[src/rtl/hand_pkg.sv]
// hand_pkg: shared card type, seven-segment glyphs and card scoring helpers
// for the baccarat hand display. Segments are active-low, bit order {g,f,e,d,c,b,a}.
package hand_pkg;

    typedef logic [3:0] card_t;

    localparam logic [6:0] SEG_BLANK = 7'b1111111;
    localparam logic [6:0] SEG_ACE   = 7'b0001000;
    localparam logic [6:0] SEG_2     = 7'b0100100;
    localparam logic [6:0] SEG_3     = 7'b0110000;
    localparam logic [6:0] SEG_4     = 7'b0011001;
    localparam logic [6:0] SEG_5     = 7'b0010010;
    localparam logic [6:0] SEG_6     = 7'b0000010;
    localparam logic [6:0] SEG_7     = 7'b1111000;
    localparam logic [6:0] SEG_8     = 7'b0000000;
    localparam logic [6:0] SEG_9     = 7'b0010000;
    localparam logic [6:0] SEG_10    = 7'b1000000;
    localparam logic [6:0] SEG_JACK  = 7'b1100001;
    localparam logic [6:0] SEG_QUEEN = 7'b0011000;
    localparam logic [6:0] SEG_KING  = 7'b0001001;

    // Baccarat value: pip cards count face value, tens and court cards count zero.
    function automatic logic [3:0] card_val(input card_t c);
        return (c >= 4'd1 && c <= 4'd9) ? c : 4'd0;
    endfunction

    // Only A..K (1..13) are real cards; 0, 14 and 15 are rejected.
    function automatic logic card_legal(input card_t c);
        return (c != 4'd0) && (c <= 4'd13);
    endfunction

endpackage

[src/rtl/card_seg_enc.sv]
// card_seg_enc: combinational card code to active-low seven-segment glyph.
// Code 0 (empty slot) and illegal codes show blank.
module card_seg_enc
    import hand_pkg::*;
(
    input  card_t      card_i,
    output logic [6:0] seg_o
);

    // Glyph lookup, blank by default.
    always_comb begin
        seg_o = SEG_BLANK;
        case (card_i)
            4'd1:    seg_o = SEG_ACE;
            4'd2:    seg_o = SEG_2;
            4'd3:    seg_o = SEG_3;
            4'd4:    seg_o = SEG_4;
            4'd5:    seg_o = SEG_5;
            4'd6:    seg_o = SEG_6;
            4'd7:    seg_o = SEG_7;
            4'd8:    seg_o = SEG_8;
            4'd9:    seg_o = SEG_9;
            4'd10:   seg_o = SEG_10;
            4'd11:   seg_o = SEG_JACK;
            4'd12:   seg_o = SEG_QUEEN;
            4'd13:   seg_o = SEG_KING;
            default: seg_o = SEG_BLANK;
        endcase
    end

endmodule

[src/rtl/hand_display.sv]
// hand_display: registered card slots, running baccarat score and per-slot
// seven-segment digits for one hand. Optional last-card blink is built when
// the macro HAND_BLINK_EN is defined.
module hand_display
    import hand_pkg::*;
#(
    parameter int NUM_SLOTS  = 3,
    parameter int BLINK_HALF = 25_000_000
) (
    input  logic                               slow_clock,
    input  logic                               resetb,
    input  logic                               clear,
    input  logic                               card_valid,
    input  card_t                              card,
    output logic                               card_ready,
    output logic                               card_err,
    output logic [$clog2(NUM_SLOTS+1)-1:0]     count,
    output logic                               full,
    output logic [3:0]                         score,
    output logic [NUM_SLOTS-1:0][6:0]          HEX
);

    localparam int CNT_W = $clog2(NUM_SLOTS + 1);

    if (NUM_SLOTS < 1 || NUM_SLOTS > 6) begin : g_bad_slots
        $error("hand_display: NUM_SLOTS must be in 1..6");
    end
    if (BLINK_HALF < 1) begin : g_bad_blink
        $error("hand_display: BLINK_HALF must be at least 1");
    end

    card_t [NUM_SLOTS-1:0]     slot_q, slot_d;
    logic  [CNT_W-1:0]         count_q, count_d;
    logic  [3:0]               score_q, score_d;
    logic                      err_q, err_d;
    logic  [NUM_SLOTS-1:0][6:0] hex_q, hex_d;
    logic  [NUM_SLOTS-1:0][6:0] glyph;
    logic  [4:0]               sum;
    logic                      accept;

`ifdef HAND_BLINK_EN
    localparam int BCW = $clog2(BLINK_HALF + 1);
    logic [BCW-1:0]   bcnt_q, bcnt_d;
    logic             blank_q, blank_d;
    logic             blink_on_q, blink_on_d;
    logic [CNT_W-1:0] last_q, last_d;
`endif

    assign full       = (count_q == CNT_W'(NUM_SLOTS));
    assign card_ready = !full;
    assign accept     = card_valid && card_ready && card_legal(card) && !clear;

    // Each digit shows what its slot will hold after this edge, so HEX lands with count/score.
    for (genvar g = 0; g < NUM_SLOTS; g++) begin : g_enc
        card_seg_enc u_enc (
            .card_i (slot_d[g]),
            .seg_o  (glyph[g])
        );
    end

    // Next-state for slots, occupancy, score, error pulse and digit registers.
    always_comb begin
        slot_d  = slot_q;
        count_d = count_q;
        score_d = score_q;
        err_d   = 1'b0;
        sum     = {1'b0, score_q} + {1'b0, card_val(card)};
`ifdef HAND_BLINK_EN
        bcnt_d     = bcnt_q;
        blank_d    = blank_q;
        blink_on_d = blink_on_q;
        last_d     = last_q;
        if (blink_on_q) begin
            if (bcnt_q == BCW'(BLINK_HALF - 1)) begin
                bcnt_d  = '0;
                blank_d = !blank_q;
            end else begin
                bcnt_d = bcnt_q + 1'b1;
            end
        end
`endif
        if (clear) begin
            // Clear beats any card offered in the same cycle; that card is dropped silently.
            slot_d  = '0;
            count_d = '0;
            score_d = '0;
`ifdef HAND_BLINK_EN
            blink_on_d = 1'b0;
            blank_d    = 1'b0;
            bcnt_d     = '0;
`endif
        end else if (accept) begin
            for (int i = 0; i < NUM_SLOTS; i++) begin
                if (count_q == CNT_W'(i)) begin
                    slot_d[i] = card;
                end
            end
            count_d = count_q + 1'b1;
            score_d = (sum >= 5'd10) ? 4'(sum - 5'd10) : sum[3:0];
`ifdef HAND_BLINK_EN
            last_d     = count_q;
            blink_on_d = 1'b1;
            blank_d    = 1'b0;
            bcnt_d     = '0;
`endif
        end else if (card_valid && card_ready) begin
            err_d = 1'b1;
        end

        hex_d = glyph;
`ifdef HAND_BLINK_EN
        for (int i = 0; i < NUM_SLOTS; i++) begin
            if (blink_on_d && blank_d && last_d == CNT_W'(i)) begin
                hex_d[i] = SEG_BLANK;
            end
        end
`endif
    end

    // State registers; reset blanks the display and empties the hand at once.
    always_ff @(posedge slow_clock or negedge resetb) begin
        if (!resetb) begin
            slot_q  <= '0;
            count_q <= '0;
            score_q <= '0;
            err_q   <= 1'b0;
            hex_q   <= {NUM_SLOTS{SEG_BLANK}};
        end else begin
            slot_q  <= slot_d;
            count_q <= count_d;
            score_q <= score_d;
            err_q   <= err_d;
            hex_q   <= hex_d;
        end
    end

`ifdef HAND_BLINK_EN
    // Blink timer for the most recently accepted slot.
    always_ff @(posedge slow_clock or negedge resetb) begin
        if (!resetb) begin
            bcnt_q     <= '0;
            blank_q    <= 1'b0;
            blink_on_q <= 1'b0;
            last_q     <= '0;
        end else begin
            bcnt_q     <= bcnt_d;
            blank_q    <= blank_d;
            blink_on_q <= blink_on_d;
            last_q     <= last_d;
        end
    end
`endif

    assign count    = count_q;
    assign score    = score_q;
    assign card_err = err_q;
    assign HEX      = hex_q;

endmodule

[config.mk]
export PLATFORM = sky130hd
export DESIGN_NAME = hand_display
export DESIGN_NICKNAME = d
export VERILOG_FILES = /design/src/rtl/hand_pkg.sv /design/src/rtl/card_seg_enc.sv /design/src/rtl/hand_display.sv
export SDC_FILE = /design/constraint.sdc
export NUM_CORES = 1
export LEC_CHECK = 0
export CELL_PAD_IN_SITES_DETAIL_PLACEMENT = 0
export CELL_PAD_IN_SITES_GLOBAL_PLACEMENT = 1
export CORE_AREA = 2 2 85 87
export CTS_CLUSTER_DIAMETER = 60
export DETAILED_ROUTE_END_ITERATION = 8
export DIE_AREA = 0 0 87 89
export PLACE_DENSITY_LB_ADDON = 0.1
export SLEW_MARGIN = 20
export SYNTH_ARGS = -nofsm -noshare
export SYNTH_HDL_FRONTEND = slang
export SYNTH_HIERARCHICAL = 1
export SYNTH_SLANG_ARGS = --single-unit
[constraint.sdc]
create_clock -name slow_clock -period 2.7 [get_ports slow_clock]
set_input_delay 0.27 -clock slow_clock [delete_from_list [all_inputs] [get_ports slow_clock]]
set_output_delay 0.27 -clock slow_clock [all_outputs]
set_load 0.1 [all_outputs]
==> impl_metrics.csv <==
group,metric,value,unit
detailed_routing,drc,0,
detailed_routing,drt-pass1-iter-count,4,
sta,min_period,2499,ps
hold_path,hold_class,"in2async",
setup_path,rr_worst_depth,12,
floorplanning,design.portCount,38,
sta,clock-skew-final,3.351,ps
power,swShare,43.57,%
clocking,post-cts-setup-buffers,0,
floorplanning,row_count,30,
finish,layout-drive-gt1-share,40.32,%
detailed_routing,vias_per_cell,4.849,
power,p_leak,0.001392,uW
logic_synthesis,ys_warn_count,6,
finish,n_antenna_cell,0,
power,p_clk_share,20.1,%
outcome,status,"finished, final reports clean",
logic_synthesis,postSynthCellCount,246,
power,p_comb_share,43.2,%
detailed_routing,wire_per_inst,13.07,um
detailed_routing,ant_nets,0,
placement,hpwl,3647,um
sta,setup-violations-final,0,
detailed_routing,drtIter0Drc,54,
sta,period_share,92.54,%
setup_path,r2r_slack,240,ps
setup_path,r2r-start,"count[0]",
logic_synthesis,ys_ff_latch,40,
floorplanning,core,0.006719,mm2
clocking,cts_buffers,5,
setup_path,r2r-end,"HEX[18]",
global_routing,grt_overflow,0,
run,cap_viol_max_count,0,
floorplanning,die_w,87,um
clocking,clk_pin_slew_worst_paths,80,ps
sta,worstMarginPinSlew,882.7,ps
power,seq_power_share,36.7,%
logic_synthesis,syn_nets,284,
global_routing,antenna_found_initial,0,
global_routing,grt_usage,14.53,%
detailed_routing,via_count,1891,
floorplanning,die_area,0.007743,mm2
sta,whs,99.74,ps
floorplanning,start_util,37.13,%
floorplanning,die_y,89,um
power,p_per_area,602.5,mW/mm2
setup_path,crit_type,"in2reg",
logic_synthesis,synth-edff-count,0,
logic_synthesis,async_reset_ff_share,100.0,%
global_routing,grt_max_degree,41,
global_routing,grt_pass1_vias,1847,
clocking,ctsHoldBuffers,0,
global_routing,grt_first_pass_wirelength,8845,um
power,finalPower,1967,uW
power,power_switching,857.1,uW
sta,maxSlewHeadroom,41.16,%
setup_path,setup.worst_path.end_class,"flop",
clocking,clk_latency,290,ps
logic_synthesis,netlist_area,0.002495,mm2
finish,nNetsFinal,347,
clocking,cts_htree_levels,2,
power,vdd_drop_max,411.1,uV
sta,rsz0062_at_grt,"no",
placement,io_buffers,37,
detailed_routing,drt_wl_total,5097,um
clocking,clock_sinks,40,
logic_synthesis,synth_flop_cell,"dfstp_2",
setup_path,crit_fanout,4,
setup_path,worstSetupStartpointType,"input port",
setup_path,crit_required,2860,ps
sta,slew_viol_final,0,
sta,max_freq,400.2,MHz
logic_synthesis,yosysUniqueCellTypes,41,
logic_synthesis,seq_area_frac_synth,41.17,%
power,p_int,1110,uW
finish,areaGrowthSynthToFinish,30.84,%
clocking,cts_tree,"built",
placement,gp_congestion,0.7690,
setup_path,arrival,2660,ps
clocking,clockRootBuffer,"clkbuf_8",
logic_synthesis,avgSynthCellArea,10.14,um2
clocking,clockBufferDepth,2,
sta,hold_viol_final,0,
## metrics by stage
stage	instances	TNS (ps)	setup slack [ps]	area, um2	util (%)
6_report	390	0	201.5	3264	48.58
5_1_grt	390	0	12.29	3264	48.58
4_1_cts	390	0	83.37	3243	48.27
3_5_place_dp	382	-603.1	-213.4	3158	47.00
3_3_place_gp	382	-496.0	-156.3	3158	47.00
2_1_floorplan	246	-210.7	-66.11	2619	-
## worst max-delay path by stage
stage	slack [ps]	depth (start not counted)	endpoint	from
global route	10	12	score[1]	card[3]
CTS	80	12	score[2]	card[3]
floorplan	-70	11	HEX[18]	count[0]
finish	200	12	score[1]	card[1]
global placement	-160	12	score[1]	card[1]
detailed placement	-210	12	score[2]	card[3]
## critical path, stage by stage
cell	delay [ps]
clkdlybuf4s50_1	470
o21ai_0	80
and2_1	160
ha_1	200
fa_1	430
xnor2_2	200
ha_2	240
inv_1	50
a221oi_2	200
nor3_2	100
o21ai_0	150
o311ai_1	110
## flip-flops by register name (all words and copies together) (netlist names)
signal,flops
score,4
HEX,21
count,2
slot_q,12
card_err,1
## metal layers
layer / GRT usage [%] / vias to the layer above / routed length (um)
li1: - / 983 / -
met1: 19.80 / 873 / 2547
met2: 23.18 / 29 / 2290
met3: 3.601 / 6 / 203
met4: 3.835 / 0 / 57
met5: 0 / - / 0
## area by class of cell
cell class              instances  area [um2]
well taps                      80       100.1
flip-flops and latches         40        1036
repair buffers                 69       555.5
multi-input cells             178        1426
clock buffers                   7       76.32
inverters                      15       61.31
clock inverters                 1       8.758
fillers                       624        3455
## power by group through the flow
stage               Sequential, uW  Combinational, uW  Clock, uW
floorplan                     1150                241          0
global placement               731                844          0
detailed placement             731                844          0
CTS                            722                846        419
global route                   728                900        447
finish                         721                850        396
## Yosys cell counts, types with 2 or more instances
master	n	area (um2)
nor2_1	8	30.03
dfstp_2	21	551.8
mux2i_1	7	70.07
buf_4	5	37.54
nor3_1	4	20.02
nand2_1	27	101.4
o311ai_1	2	17.52
mux2_2	4	45.04
a21o_1	4	30.03
nand2b_1	3	18.77
inv_1	13	48.80
inv_4	2	12.51
or3_1	2	12.51
and3_1	2	12.51
clkbuf_1	2	7.510
nor2b_1	3	18.77
a31oi_1	4	25.02
nand3_1	15	75.07
buf_6	6	67.56
ha_1	29	362.9
a221oi_2	2	30.03
nor3b_1	2	15.01
o31ai_1	7	52.55
o21ai_0	10	50.05
xnor2_1	2	17.52
a21oi_1	25	125.1
nand3b_1	3	22.52
dfrtp_1	19	475.5
## logic make-up (layout without fill, tap and decap cells)
| kind of cell | count (synthesis) | count (layout) | share of synthesized area [%] |
|---|---|---|---|
| multiplexers | 12 | 12 | 5.215 |
| AND/OR/NAND/NOR | 74 | 74 | 15.05 |
| buffers and inverters | 28 | 92 | 6.971 |
| AO/OA/AOI/OAI | 60 | 60 | 15.55 |
| XOR/XNOR | 2 | 2 | 0.7022 |
| flip-flops | 40 | 40 | 41.17 |
| adder cells (fa/ha/maj) | 30 | 30 | 15.35 |
## cell usage in the layout (no fill, tap or decap), drive strengths merged, types with 8 or more instances in the layout
| cell | instances |
|---|---|
| buf | 63 |
| ha | 29 |
| nand2 | 27 |
| a21oi | 26 |
| dfstp | 21 |
| dfrtp | 19 |
| nand3 | 15 |
| inv | 15 |
| o21ai | 10 |
| nor2 | 8 |
## repair_timing
item                                    CTS  global route
resized for setup                         0             5
endpoints found under the setup margin    0             3
endpoints found under the hold margin     0             0
Note: power is estimated with default switching activity, not from simulation.
